--- src/rtl/mac_accumulator_16bits.sv ---
// Multiply-accumulate back end: sums unsigned products of a vector and presents the total
// with term count and overflow flag. Define MAC_ACC_SATURATE_EN to clamp instead of wrapping.
module mac_accumulator_16bits #(
  parameter int unsigned PROD_W = 32,
  parameter int unsigned ACC_W  = 40,
  parameter int unsigned CNT_W  = 16
) (
  input  logic              clk,
  input  logic              rst,
  input  logic [PROD_W-1:0] product,
  input  logic              in_valid,
  input  logic              in_last,
  output logic              in_ready,
  output logic [ACC_W-1:0]  result,
  output logic [CNT_W-1:0]  count,
  output logic              overflow,
  output logic              out_valid,
  input  logic              out_ready
);

  typedef enum logic [1:0] {StIdle, StAcc, StHold} state_e;

  state_e           state_q, state_d;
  logic [ACC_W-1:0] acc_q, acc_d;
  logic [CNT_W-1:0] cnt_q, cnt_d;
  logic             ovf_q, ovf_d;
  logic             accept;
  logic [ACC_W:0]   sum;

  assign in_ready  = (state_q != StHold);
  assign out_valid = (state_q == StHold);
  assign accept    = in_valid && in_ready;
  // One extra bit captures the carry out of the accumulator.
  assign sum       = {1'b0, acc_q} + (ACC_W + 1)'(product);

  assign result   = acc_q;
  assign count    = cnt_q;
  assign overflow = ovf_q;

  always_comb begin
    state_d = state_q;
    acc_d   = acc_q;
    cnt_d   = cnt_q;
    ovf_d   = ovf_q;
    unique case (state_q)
      StIdle: begin
        if (accept) begin
          acc_d   = ACC_W'(product);
          cnt_d   = CNT_W'(1);
          ovf_d   = 1'b0;
          state_d = in_last ? StHold : StAcc;
        end
      end
      StAcc: begin
        if (accept) begin
`ifdef MAC_ACC_SATURATE_EN
          acc_d = (sum[ACC_W] || ovf_q) ? '1 : sum[ACC_W-1:0];
`else
          acc_d = sum[ACC_W-1:0];
`endif
          ovf_d = ovf_q | sum[ACC_W];
          if (cnt_q != '1) begin
            cnt_d = cnt_q + 1'b1;
          end
          state_d = in_last ? StHold : StAcc;
        end
      end
      StHold: begin
        if (out_ready) begin
          state_d = StIdle;
        end
      end
      default: state_d = StIdle;
    endcase
  end

  always_ff @(posedge clk or posedge rst) begin
    if (rst) begin
      state_q <= StIdle;
      acc_q   <= '0;
      cnt_q   <= '0;
      ovf_q   <= 1'b0;
    end else begin
      state_q <= state_d;
      acc_q   <= acc_d;
      cnt_q   <= cnt_d;
      ovf_q   <= ovf_d;
    end
  end

endmodule

--- config.mk ---
export PLATFORM = sky130hd
export DESIGN_NAME = mac_accumulator_16bits
export DESIGN_NICKNAME = d
export VERILOG_FILES = /design/src/rtl/mac_accumulator_16bits.sv
export SDC_FILE = /design/constraint.sdc
export NUM_CORES = 1
export LEC_CHECK = 0
export CAP_MARGIN = 20
export CORE_ASPECT_RATIO = 1.1
export CORE_MARGIN = 1.5
export CORE_UTILIZATION = 53
export CTS_BUF_LIST = sky130_fd_sc_hd__clkbuf_4 sky130_fd_sc_hd__clkbuf_8
export DETAILED_ROUTE_END_ITERATION = 10
export GPL_ROUTABILITY_DRIVEN = 0
export PLACE_DENSITY = 0.94
export SKIP_CTS_REPAIR_TIMING = 1
export SYNTH_ARGS = -nofsm -noshare
export SYNTH_HDL_FRONTEND = slang
export SYNTH_SLANG_ARGS = --single-unit
--- constraint.sdc ---
create_clock -name clk -period 3.4 [get_ports clk]
set_input_delay 0.68 -clock clk [delete_from_list [all_inputs] [get_ports clk]]
set_output_delay 0.68 -clock clk [all_outputs]
set_load 0.02 [all_outputs]
==> metrics.yaml <==
clock_network:
  cts.reportedPaths.clkPinSlew_ns: 0.07
  htree_levels: 3
  cts_root_buffer: "clkbuf_8"
  insertion_delay_ns: 0.35
  cts_tree: "yes"
  ctsLongestPathBuffers: 2
  cts_buffers: 9
  clkSinkCount: 59
synthesis:
  async_flop_share_pct: 100
  synth_flop_cell: "dfrtp_1"
  netlist_instances: 551
  synth_edf_count: 0
  syn_nets: 622
  ys_ff_latch: 59
  synth.distinct_cells: 55
  synth_warnings: 0
  synth_seq_area_share_pct: 32.6
  netlist_area_mm2: 0.00453
  syn_area_per_cell_um2: 8.23
route:
  first_pass_iters: 5
  num_vias: 4760
  drc: 0
  viasPerCell: 6.09
  wl_per_cell_um: 16.5
  ant_nets: 0
  drt-total-wl_um: 12900
  drt_iter0_drc: 357
cells_and_area:
  drive_gt1_share_pct: 10.0
  layout_commonest_cell: "clkdlybuf4s50_1"
  stdcell_area_mm2: 0.00598
  ff_latch_area_mm2: 0.00148
  diodes: 0
  nNetsFinal: 736
  area.growth.synth_to_final_pct: 31.8
  fill_cells: 589
  final_cell_mix: "clkdlybuf4s50_1 (95), nand2_1 (73), a21oi_1 (59), dfrtp_1 (59), o21ai_0 (48)"
  multi_input_area_mm2: 0.00291
setup_path:
  path_buf_inv: 1
  required_ns: 3.63
  worst_path_max_delay_cell: "clkdlybuf4s50_1"
  arrival_ns: 3.52
  path_class: "in2reg"
  crit_chain: "clkdlybuf4s50_1 -> ha_1 -> nand2_1 -> o21a_1 -> o21ai_1 -> a211oi_2 -> o31a_1 -> o31a_1 -> o21ai_2 -> a31oi_1 -> a211o_1"
  critPathMaxStageDelay_ns: 0.44
  cpLargestDelayFamily: "compound AO/OA/AOI/OAI gates"
  start_kind: "input pin"
  cpMostUsedCell: "o31a_1"
  cp_max_fo: 5
  critPathCaptureType: "flip-flop"
sta:
  rsz0062_at_grt: "no"
  finalSetupViolCount: 0
  finalCritPeriodShare_pct: 96.8
  worst_slack_ns: 0.107
  fin_crit_ns: 3.29
  skew_ns: 0.0127
  tns_ns: 0
  finalHoldViolations: 0
  slew_headroom_pct: 52.6
  final_max_slew_viol_count: 0
  worstMarginPinSlew_ns: 0.712
  fmax_mhz: 304
floorplan:
  die_w_um: 91.2
  num_rows: 35
  dieArea_mm2: 0.00912
  die_h_um: 100
  ios: 96
  core_region_area_mm2: 0.00832
  initial_core_util_pct: 54.5
global_route:
  grt_max_degree: 41
  grt_use_total_pct: 29.3
  grt_pass1_wl_um: 21700
  grt_pass1_vias: 4782
  grt_antenna_before_repair: 0
  gr-total-overflow: 0
pwr:
  finalPower_mw: 4.27
  leakage_nw: 2.66
  p_per_area_mw_per_mm2: 714
  peakVddDrop_uv: 448
hold_path:
  hp-class: "reg2reg"
place:
  postPlaceCellArea_mm2: 0.00578
  hpwl_um: 9420
  place_worst_setup_slack_ns: -0.192
  portBuffers: 95
outcome:
  outcome: "finished, final reports clean"
job:
  maxCapViolCount: 0
==> cell families after synthesis <==
group / synth area share, %
AND/OR/NAND/NOR: 20.1
multiplexers: 2.90
buffers and inverters: 3.51
adder cells (fa/ha/maj): 9.55
AO/OA/AOI/OAI: 24.4
XOR/XNOR: 6.96
flip-flops: 32.6
==> through the flow <==
step / instances / hold WS, ns / util (%)
2_1_floorplan: 551 / 0.470 / -
4_1_cts: 781 / 0.519 / 71.7
3_3_place_gp: 765 / 0.483 / 69.5
5_1_grt: 781 / 0.548 / 71.8
3_5_place_dp: 765 / 0.500 / 69.5
6_report: 781 / 0.514 / 71.8
==> flip-flops by register name (all words and copies together), names as in the netlist <==
| signal | flops |
|---|---|
| count | 16 |
| state_q | 2 |
| result | 40 |
| overflow | 1 |
==> cell usage after synthesis (all sizes together) (2+ instances only) <==
library cell,instances,share of area (%)
xnor2,16,3.1
or3,4,0.55
and2,5,0.69
inv,16,1.3
o21bai,4,0.66
a211oi,7,1.4
a22oi,2,0.33
nand2,73,6.0
nor2b,9,1.2
and3,17,2.3
nor2,35,2.9
a21o,15,2.5
nand2b,7,0.97
buf,3,0.28
a21oi,59,6.5
ha,33,9.1
a311oi,2,0.39
o31ai,3,0.50
clkbuf,23,1.9
nand3,17,1.9
nor4b,2,0.66
nand4,6,0.83
o31a,5,0.97
xor2,20,3.9
o21ai,50,5.6
a211o,3,0.58
o21a,6,0.99
o22ai,4,0.55
mux2i,12,2.6
dfrtp,59,33
a31oi,7,0.97
o211ai,3,0.50
or2,3,0.41
nor3,5,0.55
==> final timing paths <==
check	start	end	slack [ns]	cells after the start
worst max-delay path	product[8]	result[39]	0.11	11
worst min-delay path	result[17]	result[17]	0.51	2
worst max register to register	result[8]	result[39]	0.47	10
worst min register to register	result[17]	result[17]	0.51	2
max in group asynchronous	rst	result[23]	2.11	3
min in group asynchronous	rst	count[5]	0.65	2
==> tightest hold or removal path, cell delays in order, from the launching register on <==
cell and delay [ns]:
dfrtp_1 0.37, nand2_1 0.05, o21ai_0 0.06
==> power by group <==
group	switching [mW]	internal [mW]	total [mW]
Clock	0.298	0.310	0.607
Combinational	1.40	1.20	2.60
Sequential	0.190	0.875	1.07
==> layer usage <==
layer,vias to the layer above,global-route usage (%),wire length [µm]
li1,2214,-,-
met1,2244,35.2,5140
met4,0,14.4,503
met2,252,49.8,6250
met5,-,0,0
met3,50,6.36,1010
==> layout make-up <==
cell class,count,area share (%)
clock buffers,12,2.66
flip-flops and latches,59,24.7
multi-input cells,450,48.7
inverters,16,1.01
well taps,111,2.32
repair buffers,129,20.2
clock inverters,4,0.419
Power figures use the tool's default switching activity.
